## config.mk

```make
export PLATFORM = sky130hd
export DESIGN_NAME = booth_radix4_multiplier_flat
export DESIGN_NICKNAME = d
export VERILOG_FILES = /design/src/rtl/booth_pkg.sv /design/src/rtl/booth_radix4_multiplier_if.sv /design/src/rtl/booth_r4_recoder.sv /design/src/rtl/booth_radix4_multiplier.sv /design/src/flat_wrapper.sv
export SDC_FILE = /design/constraint.sdc
export NUM_CORES = 1
export LEC_CHECK = 0
export CORE_ASPECT_RATIO = 0.8
export CORE_MARGIN = 4
export CORE_UTILIZATION = 50
export DETAILED_ROUTE_END_ITERATION = 16
export GPL_TIMING_DRIVEN = 1
export PLACE_DENSITY = 0.74
export SKIP_LAST_GASP = 1
export SYNTH_ARGS = -nofsm -noshare
export SYNTH_HDL_FRONTEND = slang
export SYNTH_HIERARCHICAL = 1
export SYNTH_SLANG_ARGS = --single-unit
```

## constraint.sdc

```tcl
create_clock -name CLK -period 5.6 [get_ports CLK]
set_input_delay 0.56 -clock CLK [delete_from_list [all_inputs] [get_ports CLK]]
set_output_delay 0.56 -clock CLK [all_outputs]
set_load 0.02 [all_outputs]
```

## src/rtl/booth_pkg.sv

```systemverilog
// Shared types and helpers for the radix-4 Booth multiplier.
// Configuration macro: BOOTH_ZERO_BYPASS_EN (see booth_radix4_multiplier.sv).
package booth_pkg;

    // Control FSM states.
    typedef enum logic [1:0] {
        IDLE = 2'd0,
        RUN  = 2'd1,
        DONE = 2'd2
    } state_t;

    // Recoded radix-4 Booth digit.
    typedef enum logic [2:0] {
        ZERO = 3'd0,
        POS1 = 3'd1,
        POS2 = 3'd2,
        NEG1 = 3'd3,
        NEG2 = 3'd4
    } digit_t;

    // Iterations needed: operands are widened by two bits (sign/zero room
    // plus evenness), and each iteration retires two multiplier bits.
    function automatic int iter_count(input int width);
        return (width + 2) / 2;
    endfunction

endpackage

```

## src/rtl/booth_radix4_multiplier_if.sv

```systemverilog
// Begin/Busy/Done handshake and operand/result bus of the Booth multiplier.
interface booth_radix4_multiplier_if #(
    parameter int WIDTH = 16
);
    logic                 Begin;
    logic [WIDTH-1:0]     Multiplicand;
    logic [WIDTH-1:0]     Multiplier;
    logic                 Signed;
    logic                 Busy;
    logic                 Done;
    logic [2*WIDTH-1:0]   Product;

    modport master (
        output Begin, Multiplicand, Multiplier, Signed,
        input  Busy, Done, Product
    );

    modport slave (
        input  Begin, Multiplicand, Multiplier, Signed,
        output Busy, Done, Product
    );
endinterface

```

## src/rtl/booth_r4_recoder.sv

```systemverilog
// Radix-4 Booth recoder: {Q[1], Q[0], q_m1} window to a signed digit.
import booth_pkg::*;

module booth_r4_recoder (
    input  logic [2:0] window,
    output digit_t     digit
);

    // Standard Booth table; 000 and 111 both mean "no add".
    always_comb begin
        digit = ZERO;
        case (window)
            3'b001, 3'b010: digit = POS1;
            3'b011:         digit = POS2;
            3'b100:         digit = NEG2;
            3'b101, 3'b110: digit = NEG1;
            default:        digit = ZERO;
        endcase
    end

endmodule

```

## src/rtl/booth_radix4_multiplier.sv

```systemverilog
// Sequential radix-4 Booth multiplier, signed/unsigned per operation.
// Operands are extended to WIDTH+2 bits so both modes run the same
// N = WIDTH/2+1 iterations; the low 2*WIDTH bits of {A,Q} are the product.
// Optional macro BOOTH_ZERO_BYPASS_EN: a zero operand skips RUN entirely.
import booth_pkg::*;

module booth_radix4_multiplier #(
    parameter int WIDTH = 16
) (
    input  logic                          CLK,
    input  logic                          RST,
    booth_radix4_multiplier_if.slave      bus
);

    localparam int W2 = WIDTH + 2;
    localparam int N  = iter_count(WIDTH);
    localparam int CW = $clog2(N + 1);

    generate
        if ((WIDTH % 2) != 0 || WIDTH < 4) begin : g_bad_width
            $error("booth_radix4_multiplier: WIDTH must be even and >= 4");
        end
    endgenerate

    state_t            state, state_n;
    logic [W2:0]       acc;          // A, one guard bit above W2 for 2M
    logic [W2-1:0]     q;
    logic              q_m1;
    logic [W2-1:0]     m;
    logic [CW-1:0]     cnt;
    logic [2*WIDTH-1:0] product;
    logic              done_r;
`ifdef BOOTH_ZERO_BYPASS_EN
    logic              zbyp;         // extra DONE dwell for bypassed ops
    logic              zero_op;
`endif

    logic [W2-1:0]     m_ext, q_ext;
    logic              accept;
    digit_t            digit;
    logic [W2:0]       m_a, addend, sum;
    logic [W2:0]       acc_sh;
    logic [W2-1:0]     q_sh;

    assign accept = (state == IDLE) && bus.Begin;

    // Widen operands: sign-extend in signed mode, zero-extend otherwise.
    assign m_ext = bus.Signed ? {{2{bus.Multiplicand[WIDTH-1]}}, bus.Multiplicand}
                              : {2'b00, bus.Multiplicand};
    assign q_ext = bus.Signed ? {{2{bus.Multiplier[WIDTH-1]}}, bus.Multiplier}
                              : {2'b00, bus.Multiplier};

`ifdef BOOTH_ZERO_BYPASS_EN
    assign zero_op = (bus.Multiplicand == '0) || (bus.Multiplier == '0);
`endif

    booth_r4_recoder u_recoder (
        .window ({q[1], q[0], q_m1}),
        .digit  (digit)
    );

    // Select the partial product for this iteration and accumulate.
    assign m_a = {m[W2-1], m};
    always_comb begin
        addend = '0;
        case (digit)
            POS1:    addend = m_a;
            POS2:    addend = {m, 1'b0};
            NEG1:    addend = -m_a;
            NEG2:    addend = -{m, 1'b0};
            default: addend = '0;
        endcase
    end
    assign sum = acc + addend;

    // Arithmetic shift of {sum, Q, q_m1} right by two.
    assign acc_sh = {{2{sum[W2]}}, sum[W2:2]};
    assign q_sh   = {sum[1:0], q[W2-1:2]};

    // State register.
    always_ff @(posedge CLK) begin
        if (RST) state <= IDLE;
        else     state <= state_n;
    end

    // Next-state logic.
    always_comb begin
        state_n = state;
        case (state)
            IDLE: begin
                if (bus.Begin) begin
`ifdef BOOTH_ZERO_BYPASS_EN
                    state_n = zero_op ? DONE : RUN;
`else
                    state_n = RUN;
`endif
                end
            end
            RUN: begin
                if (cnt == CW'(N - 1)) state_n = DONE;
            end
            DONE: begin
`ifdef BOOTH_ZERO_BYPASS_EN
                state_n = zbyp ? DONE : IDLE;
`else
                state_n = IDLE;
`endif
            end
            default: state_n = IDLE;
        endcase
    end

    // Datapath: operand capture, iterations, and result register.
    always_ff @(posedge CLK) begin
        if (RST) begin
            acc     <= '0;
            q       <= '0;
            q_m1    <= 1'b0;
            m       <= '0;
            cnt     <= '0;
            product <= '0;
            done_r  <= 1'b0;
`ifdef BOOTH_ZERO_BYPASS_EN
            zbyp    <= 1'b0;
`endif
        end else begin
            done_r <= 1'b0;
            case (state)
                IDLE: begin
                    if (accept) begin
                        acc  <= '0;
                        q_m1 <= 1'b0;
                        cnt  <= '0;
`ifdef BOOTH_ZERO_BYPASS_EN
                        zbyp <= zero_op;
                        m    <= zero_op ? '0 : m_ext;
                        q    <= zero_op ? '0 : q_ext;
`else
                        m    <= m_ext;
                        q    <= q_ext;
`endif
                    end
                end
                RUN: begin
                    acc  <= acc_sh;
                    q    <= q_sh;
                    q_m1 <= q[1];
                    cnt  <= cnt + 1'b1;
                end
                DONE: begin
`ifdef BOOTH_ZERO_BYPASS_EN
                    if (zbyp) begin
                        zbyp <= 1'b0;
                    end else begin
                        product <= {acc[WIDTH-3:0], q};
                        done_r  <= 1'b1;
                    end
`else
                    product <= {acc[WIDTH-3:0], q};
                    done_r  <= 1'b1;
`endif
                end
                default: ;
            endcase
        end
    end

    assign bus.Busy    = (state != IDLE);
    assign bus.Done    = done_r;
    assign bus.Product = product;

endmodule

```

## src/flat_wrapper.sv

```systemverilog
// flat-port wrapper written by rule: the top's interface ports become plain ports
module booth_radix4_multiplier_flat 
#(
    parameter int WIDTH = 16
)
  (CLK, RST, bus_Begin, bus_Multiplicand, bus_Multiplier, bus_Signed, bus_Busy, bus_Done, bus_Product);
  booth_radix4_multiplier_if #(.WIDTH(WIDTH)) bus_i ();
  input  logic CLK;
  input  logic RST;
  input wire logic [$bits(bus_i.Begin)-1:0] bus_Begin;
  input wire logic [$bits(bus_i.Multiplicand)-1:0] bus_Multiplicand;
  input wire logic [$bits(bus_i.Multiplier)-1:0] bus_Multiplier;
  input wire logic [$bits(bus_i.Signed)-1:0] bus_Signed;
  output wire logic [$bits(bus_i.Busy)-1:0] bus_Busy;
  output wire logic [$bits(bus_i.Done)-1:0] bus_Done;
  output wire logic [$bits(bus_i.Product)-1:0] bus_Product;
  assign bus_i.Begin = bus_Begin;
  assign bus_i.Multiplicand = bus_Multiplicand;
  assign bus_i.Multiplier = bus_Multiplier;
  assign bus_i.Signed = bus_Signed;
  assign bus_Busy = bus_i.Busy;
  assign bus_Done = bus_i.Done;
  assign bus_Product = bus_i.Product;
  booth_radix4_multiplier #(.WIDTH(WIDTH)) u_core (.CLK(CLK), .RST(RST), .bus(bus_i));
endmodule
```

Yosys cells after proc, flatten, opt, wreduce, memory -nomap -nowiden
Index checks and enable logic that the tools add are counted.
{"block": "word_totals", "reg_bits": 95, "in_bits": 36, "output_inout_bits": 34}
{"block": "op_classes", "n_addsub": 4, "eq_ne": 16, "n_mux": 16, "n_reduce_logical": 9}
{"cell": "case mux 19 bit (4 select lines)", "n": 1}
{"cell": "two-way mux 18 bit", "n": 3}
{"cell": "negator 19 bit", "n": 2}
{"cell": "case mux 19 bit (2 select lines)", "n": 1}
{"cell": "case mux 18 bit (2 select lines)", "n": 1}
{"cell": "adder 19 bit", "n": 1}
{"cell": "two-way mux 19 bit", "n": 1}
{"cell": "equality test 3 x 2 -> 1 bit, second input constant", "n": 4}
{"cell": "equality test 3 bit, second input constant", "n": 4}
{"cell": "case mux 3 bit (4 select lines)", "n": 1}
{"cell": "case mux 4 bit (2 select lines)", "n": 1}
{"cell": "equality test 3 x 1 -> 1 bit, second input constant", "n": 2}
{"cell": "AND reduction 2 bit", "n": 3}
{"cell": "adder 4 x 1 -> 4 bit, second input constant", "n": 1}
{"cell": "equality test 4 bit, second input constant", "n": 1}
{"cell": "two-way mux 2 bit", "n": 2}
{"cell": "two-way mux 4 bit", "n": 1}
{"cell": "!= test 2 x 1 -> 1 bit, second input constant", "n": 2}
{"cell": "case mux 2 bit (2 select lines)", "n": 1}
{"cell": "nonzero test 2 bit", "n": 2}
{"cell": "OR reduction 2 bit", "n": 2}
{"cell": "equality test 2 x 1 -> 1 bit, second input constant", "n": 1}
{"cell": "equality test 2 bit, second input constant", "n": 1}
{"cell": "logical NOT 2 bit", "n": 1}
{"cell": "4 further kinds", "n": 5}

Logic depth before layout (Yosys ltp)
Gate-level depths: netlist (run 1).
{"block": "logic_depth", "word_depth": 7, "ltp_mapped": 17, "depth_no_buf": 17}

Modules after synthesis
Netlist (run 1), hierarchy kept.
{"mod": "booth_radix4_multiplier", "instances": 1, "cells_each": 699, "area_per_inst_um2": 5116.2, "seq_area_each_um2": 1841.8}
{"mod": "booth_r4_recoder", "instances": 1, "cells_each": 4, "area_per_inst_um2": 33.8, "seq_area_each_um2": 0.0}

Worst setup path after synthesis (run 1)
Ideal clock, no wire load.
{"block": "synth_timing", "path_kind": "reg2reg", "start": "reg u_core.q[0]", "end": "reg u_core.acc[17]", "arrival_ns": 3.785, "path_slack_ns": 1.740, "path_stages_with_launch": 16, "path_buffers": 2, "path_cell_list": "dfxtp_1 > xor2_1 > a21o_1 > clkbuf_1 > clkbuf_1 > mux2i_1 > o21ai_0 > fa_1 > a211oi_1 > o21ai_1 > a21oi_1 > nor3_1 > o2111ai_1 > a31oi_1 > or4_1 > a31oi_1"}
{"block": "synth_via", "elab_chain_len": 7, "elab_cells_between_ends": 16, "classes_between": "1 x add/sub; 10 x eq/ne; 3 x mux; 2 x reduce/logical"}
{"item": "start: declaration", "line_no": "booth_radix4_multiplier.sv:27", "rtl": "logic [W2-1:0] q;"}
{"item": "start signal: assignment", "line_no": "booth_radix4_multiplier.sv:140", "rtl": "q <= q_ext;"}
{"item": "start signal: assignment", "line_no": "booth_radix4_multiplier.sv:146", "rtl": "q <= q_sh;"}
{"item": "equality test 3 bit, or another cell as far along", "line_no": "booth_r4_recoder.sv:12", "rtl": "case (window)"}
{"item": "OR reduction 2 bit", "line_no": "booth_r4_recoder.sv:12"}
{"item": "case mux 3 bit (4 select lines) *", "line_no": "booth_r4_recoder.sv:12"}
{"item": "net u_core.digit[0]", "line_no": "booth_radix4_multiplier.sv:40", "rtl": "digit_t digit;"}
{"item": "equality test 3 bit, or another cell as far along", "line_no": "booth_radix4_multiplier.sv:66", "rtl": "case (digit)"}
{"item": "case mux 19 bit (4 select lines) *", "line_no": "booth_radix4_multiplier.sv:66"}
{"item": "adder 19 bit *", "line_no": "booth_radix4_multiplier.sv:74", "rtl": "assign sum = acc + addend;"}
{"item": "case mux 19 bit (2 select lines) *", "line_no": "booth_radix4_multiplier.sv:128", "rtl": "case (state)"}
{"item": "end signal: assignment", "line_no": "booth_radix4_multiplier.sv:145", "rtl": "acc <= acc_sh;"}
{"item": "end: declaration", "line_no": "booth_radix4_multiplier.sv:26", "rtl": "logic [W2:0] acc;"}
The timed path passes the listed nets; every way through them passes the cells marked *.
A chain may end at the register's enable or synchronous reset.

Final worst setup path (run 1)
Ends and elaborated chain as after synthesis.

==> results of run 1 <==
==> worst reg2reg max path, delay by kind of cell (launching register included) <==
kind                     cells  cell delay, ns
flip-flops                   1            0.42
XOR/XNOR                     1            0.16
buffers and inverters        2            0.44
adder cells (fa/ha/maj)      1            0.50
AND/OR/NAND/NOR              3            1.04
AO/OA/AOI/OAI                9            1.88
==> power breakdown <==
part / switching [uW] / total (uW) / internal (uW)
Sequential: 33.5 / 715 / 682
Clock: 255 / 615 / 360
Combinational: 191 / 318 / 127
Total: 480 / 1650 / 1170
==> synthesized netlist by cell type (all sizes together) (4+ instances only) <==
master    n
nand2b    4
dfxtp    92
xnor2    13
or3       6
a21o      5
o21ai    21
nor2b     9
o31ai     5
or4       4
a32oi     5
nor2     78
nand4b    4
inv      14
nand2   153
ha       21
nor4     19
nand3    22
nor3     10
o22ai    16
clkbuf   43
a22oi     8
or2       4
o21a      4
xor2     15
a211oi    4
a31oi     8
buf       5
a21oi    86
==> state kept, by name (all words and copies together) (netlist names) <==
name,count
u_core/acc,17
u_core/bus.Done,1
u_core/bus.Product,32
u_core/cnt,4
u_core/m,17
u_core/q,18
u_core/q_m1,1
u_core/state,2
==> path summary, 6_finish.rpt <==
path                               start                      to  slack (ns)
setup / recovery             u_core/q[0]          u_core/acc[17]        1.09
hold / removal    u_core/bus.Product[16]  u_core/bus.Product[16]        0.46
setup reg to reg             u_core/q[0]          u_core/acc[17]        1.09
hold reg to reg   u_core/bus.Product[16]  u_core/bus.Product[16]        0.46
==> cell families (layout without fill, tap and decap cells) <==
logic type | after synthesis | after routing | synth area share (%)
DFF | 92 | 92 | 35.8
AOI/OAI and AO/OA | 172 | 172 | 19.8
xor gates and xnor gates | 28 | 28 | 4.76
adders and majority gates | 22 | 22 | 5.49
and+or+nand+nor | 326 | 326 | 29.3
buffers and inverters | 62 | 108 | 4.74
muxes | 1 | 1 | 0.194
==> layer usage <==
metal	vias up	wire (um)	part of all wire, %
met4	0	295	2.2
met3	23	765	5.6
met1	2339	6320	46
met2	164	6220	46
li1	2515	-	-
met5	-	0	0
==> stage by stage <==
| step | instance area (um^2) | power, uW | instances | setup WS [ns] | hold slack [ns] |
|---|---|---|---|---|---|
| after global placement | 5880 | 1040 | 869 | 1.27 | 0.441 |
| final | 6180 | 1650 | 885 | 1.09 | 0.456 |
| after global routing | 6180 | 1740 | 885 | 0.683 | 0.479 |
| after CTS | 6180 | 1660 | 885 | 1.16 | 0.456 |
| after floorplan | 5150 | 952 | 703 | 1.74 | 0.445 |
| after detailed placement | 5880 | 1040 | 869 | 1.18 | 0.447 |
==> layout make-up <==
type / instances / share of cell area [%]
repair buffers: 78 / 12.2
well taps: 136 / 2.75
clock buffers: 11 / 3.92
flip-flops and latches: 92 / 29.8
inverters: 14 / 0.850
multi-input cells: 549 / 49.6
clock inverters: 5 / 0.931
==> impl_metrics.py, run 1 <==
metrics = {
    "sta": {
        "finClkSkew_ns": 0.00766,
        "timing.final.max_slew_violations": 0,
        "final-hold-violation-count": 0,
        "rsz0062_at_grt": "no",
        "slew_headroom_pct": 19.0,
        "timing_worst_slew_pin_value_ns": 1.21,
        "finalSetupTns_ns": 0,
        "finalSetupViolCount": 0,
        "period_needed_ns": 4.51,
        "fmax_mhz": 222,
        "fin_crit_sh_pct": 80.6,
    },
    "logic_synthesis": {
        "synth_area_per_cell_um2": 7.33,
        "syn_nets": 761,
        "synth_cells": 703,
        "yosys_warnings": 6,
        "seq_area_frac_synth_pct": 35.8,
        "synth.ff_latch_count": 92,
        "netlist_area_um2": 5150,
        "synth_edf_count": 0,
        "synth_area_leaders": "dfxtp_1 36%, nand2_1 11%, a21oi_1 8.4%",
        "synth_top_area_share_pct": 35.8,
        "yosys_most_used_dff": "dfxtp_1",
        "async_flop_share_pct": 0,
        "yosysTopAreaCell": "dfxtp_1",
        "ys_types": 56,
    },
    "place": {
        "io_buffer_count": 69,
        "dpl.hpwl_um": 9680,
        "gp_congestion": 0.863,
    },
    "setup_path": {
        "crit_family": "compound AO/OA/AOI/OAI gates",
        "crit_arrival_ns": 4.77,
        "critPathSlowestCell": "fa_1",
        "path_depth": 16,
        "r2r_cells": 16,
        "cp_common_cell": "a31oi_1",
        "path_class": "reg -> reg",
        "slowest_delay_ns": 0.50,
        "crit_buf_inv": 2,
        "crit_path_cell_trace": "xor2_1 -> buf_4 -> a21o_1 -> inv_1 -> nand2_1 -> a211o_1 -> o21ai_0 -> fa_1 -> a211oi_1 -> o21ai_1 -> a21oi_1 -> nor3_1 -> o2111ai_1 -> a31oi_1 -> or4_1 -> a31oi_1",
        "cp_max_fo": 29,
        "cp-end-kind": "flop",
        "required_ns": 5.86,
        "start_kind": "flop",
    },
    "cells_and_area": {
        "final_common_cell": "nand2_1",
        "fin_nets": 802,
        "seq_area_um2": 1840,
        "fill_cells": 905,
        "antenna-diode-count": 0,
        "syn2layout_area_growth_pct": 20.1,
        "fin_util_pct": 62.8,
        "multi_input_area_um2": 3070,
        "layout-drive-gt1-share_pct": 5.21,
        "final_cell_mix": "153 x nand2_1, 92 x dfxtp_1, 86 x a21oi_1",
    },
    "routing": {
        "avgViaCountPerCell": 5.70,
        "vias": 5041,
        "drt_iter0_drc": 510,
        "drt-pass1-iter-count": 5,
        "wire_per_inst_um": 15.4,
        "ant_nets": 0,
        "wl_um": 13600,
        "drcViolationCount": 0,
    },
    "clock_tree": {
        "cts.repair.resized": 0,
        "cts_setup_buffers": 0,
        "cts_root_buffer": "clkbuf_16",
        "clkLatencyLatePin_ns": 0.34,
        "path_clk_slew_ns": 0.06,
        "cts_tree": "yes",
        "cts_max_level": 3,
        "numCtsBuffers": 9,
        "numClockSinks": 92,
        "hold_buffers": 0,
        "clockBufferDepth": 2,
    },
    "die": {
        "placementRows": 32,
        "dieArea_um2": 12000,
        "io_pins": 70,
        "die_y_um": 98.8,
        "core_area_um2": 9850,
        "start_util_pct": 52.3,
        "die_width_um": 121,
    },
    "global_routing": {
        "grt_pass1_wl_um": 22500,
        "antenna_found_initial": 0,
        "use_met3_pct": 4.48,
        "gr-max-usage-layer": "met2",
        "grt-ovfl-total": 0,
        "grt_max_degree": 50,
        "track_usage_pct": 22.9,
        "grt_pass1_vias": 4653,
        "grtUsageMet1_pct": 31.0,
        "use_met2_pct": 36.6,
    },
    "power": {
        "power_leakage_uw": 0.00232,
        "power_density_nw_per_um2": 267,
        "vdd_drop_max_v": 0.000174,
    },
    "min_path": {
        "hp-class": "reg -> reg",
        "hold_path_depth": 2,
    },
    "status": {
        "status": "finished, final reports clean",
    },
    "run": {
        "max_cap_violations": 0,
    },
}
No activity file was read; power rests on OpenSTA's default activity.
==> run 2: changes to the inputs <==
--- a/config.mk
+++ b/config.mk
@@ -10,7 +10,7 @@
 export CORE_UTILIZATION = 50
 export DETAILED_ROUTE_END_ITERATION = 16
 export GPL_TIMING_DRIVEN = 1
-export PLACE_DENSITY = 0.74
+export PLACE_DENSITY = 0.77
 export SKIP_LAST_GASP = 1
 export SYNTH_ARGS = -nofsm -noshare
 export SYNTH_HDL_FRONTEND = slang
==> constraint.sdc (replaced) <==
create_clock -name CLK -period 4.06 [get_ports CLK]
set_input_delay 0.406 -clock CLK [delete_from_list [all_inputs] [get_ports CLK]]
set_output_delay 0.406 -clock CLK [all_outputs]
set_load 0.02 [all_outputs]
==> impl_metrics.py, run 2 (same netlist as run 1, synthesis figures left out) <==
metrics = {
    "status": {
        "status": "finished, final reports clean",
    },
    "setup_path": {
        "crit_buf_inv": 3,
        "r2r_cells": 16,
        "start_kind": "flop",
        "crit-reg2reg-capture": "u_core/acc[17]",
        "slowest_delay_ns": 0.39,
        "required_ns": 4.34,
        "critPathSlowestCell": "dfxtp_1",
        "crit_family": "compound AO/OA/AOI/OAI gates",
        "r2r_setup_slack_ns": 0.21,
        "path_class": "reg -> reg",
        "cp-end-kind": "flop",
        "cp_max_fo": 14,
        "crit_arrival_ns": 4.13,
        "timing.rr.start": "u_core/q_m1",
        "crit_path_cell_trace": "xor2_1 -> a21o_1 -> buf_4 -> buf_4 -> o21ai_0 -> a31oi_1 -> o22ai_1 -> ha_1 -> inv_1 -> a211oi_2 -> a21oi_2 -> nor3_4 -> o2111ai_2 -> and4_4 -> or4_1 -> a31oi_1",
    },
    "sta": {
        "timing.final.max_slew_violations": 0,
        "finalSetupViolCount": 0,
        "finalSetupTns_ns": 0,
        "fmax_mhz": 260,
        "finClkSkew_ns": 0.00556,
        "period_needed_ns": 3.85,
        "fin_crit_sh_pct": 94.9,
        "slew_headroom_pct": 25.3,
        "timing_worst_slew_pin_value_ns": 1.12,
        "final-hold-violation-count": 0,
    },
    "global_routing": {
        "antenna_found_initial": 0,
        "grt-ovfl-total": 0,
        "grt_max_degree": 47,
        "grt_pass1_wl_um": 22700,
        "track_usage_pct": 22.8,
        "grt_pass1_vias": 4768,
    },
    "cells_and_area": {
        "fin_nets": 825,
        "largest_reg_flops": 32,
        "syn2layout_area_growth_pct": 24.9,
        "stdcell_area_um2": 6430,
        "seq_area_um2": 1840,
        "final_common_cell": "nand2_1",
        "antenna-diode-count": 0,
        "final_cell_mix": "152 x nand2_1, 91 x dfxtp_1, 83 x a21oi_1",
        "fill_cells": 887,
        "layout.cells.non_filler": 908,
        "multi_input_area_um2": 3140,
        "layout-drive-gt1-share_pct": 9.84,
    },
    "die": {
        "placementRows": 32,
        "start_util_pct": 52.3,
        "dieArea_um2": 12000,
        "io_pins": 70,
        "core_area_um2": 9850,
        "die_y_um": 98.8,
        "die_width_um": 121,
    },
    "clock_tree": {
        "clkLatencyLatePin_ns": 0.35,
        "clockBufferDepth": 2,
        "cts_max_level": 3,
        "numClockSinks": 92,
        "numCtsBuffers": 9,
        "hold_buffers": 0,
        "cts_tree": "yes",
        "cts_root_buffer": "clkbuf_16",
        "path_clk_slew_ns": 0.07,
    },
    "min_path": {
        "hold_path_depth": 2,
        "whs_endpoint": "u_core/bus.Product[4]",
        "hp-class": "reg -> reg",
        "min_from": "u_core/bus.Product[4]",
    },
    "routing": {
        "drcViolationCount": 0,
        "drt_iter0_drc": 477,
        "ant_nets": 0,
        "vias": 5245,
        "drt-pass1-iter-count": 7,
        "avgViaCountPerCell": 5.78,
        "wl_um": 13800,
        "wire_per_inst_um": 15.2,
    },
    "power": {
        "power_density_nw_per_um2": 357,
        "power_leakage_uw": 0.00245,
        "fin_total_pwr_uw": 2300,
        "vdd_drop_max_v": 0.000285,
    },
    "place": {
        "gp_congestion": 0.977,
        "io_buffer_count": 69,
        "dpl.hpwl_um": 10100,
        "dp.cells": 889,
        "placed_area_um2": 6030,
    },
    "run": {
        "max_cap_violations": 0,
    },
}
## run 2: cell count changes in the layout (fill, tap and decap cells not counted), sizes merged
cell,change
buf,+23
bufinv,-1
clkbuf,-2
clkinvlp,+2
inv,+1
## run 2: worst max-delay path by stage
stage                startpoint             end  cells past startpoint
global placement    u_core/m[0]  u_core/acc[17]                     15
floorplan           u_core/q[0]  u_core/acc[17]                     15
finish              u_core/q_m1  u_core/acc[17]                     16
global route        u_core/m[4]  u_core/acc[17]                     15
CTS                 u_core/m[0]  u_core/acc[17]                     15
detailed placement  u_core/m[0]  u_core/acc[17]                     15
## run 2: what timing repair did
action / 4_1_cts / 5_1_grt
hold endpoints to repair: 0 / 0
gates resized for setup: 0 / 17
endpoints found under the setup margin: 0 / 6
buffers inserted: 0 / 3
## run 2: power by group
| group | switching (uW) | total, uW | internal (uW) |
|---|---|---|---|
| combinational | 277 | 481 | 204 |
| sequential | 44.7 | 985 | 940 |
| clock | 401 | 833 | 432 |
## run 2: layout make-up
class / count / share of cell area, %
multi-input combinational: 549 / 48.9
sequential: 92 / 28.7
timing repair buffer: 101 / 14.4
clock buffer: 9 / 3.50
tap: 136 / 2.65
clock inverter: 7 / 1.11
inverter: 14 / 0.817
## run 2: tightest hold or removal path: stages (launching register included)
cell,delay (ns)
dfxtp_1,0.31
nand2_1,0.05
a21oi_1,0.05
## run 2: layer usage
metal  vias up  global-route usage, %  wire [um]
met1      2463                   31.1       6410
li1       2571                      -          -
met5         -                      0          0
met2       182                   35.8       6180
met4         0                   8.35        359
met3        29                   4.82        811
## run 2: stage by stage
step / hold WS [ns] / util, % / worst slack (ns)
final: 0.453 / 65.3 / 0.208
after detailed placement: 0.446 / 61.3 / 0.0595
after CTS: 0.456 / 64.3 / 0.0357
after global routing: 0.471 / 65.3 / -0.0239
after floorplan: 0.445 / - / 0.200
after global placement: 0.443 / 61.3 / 0.0472
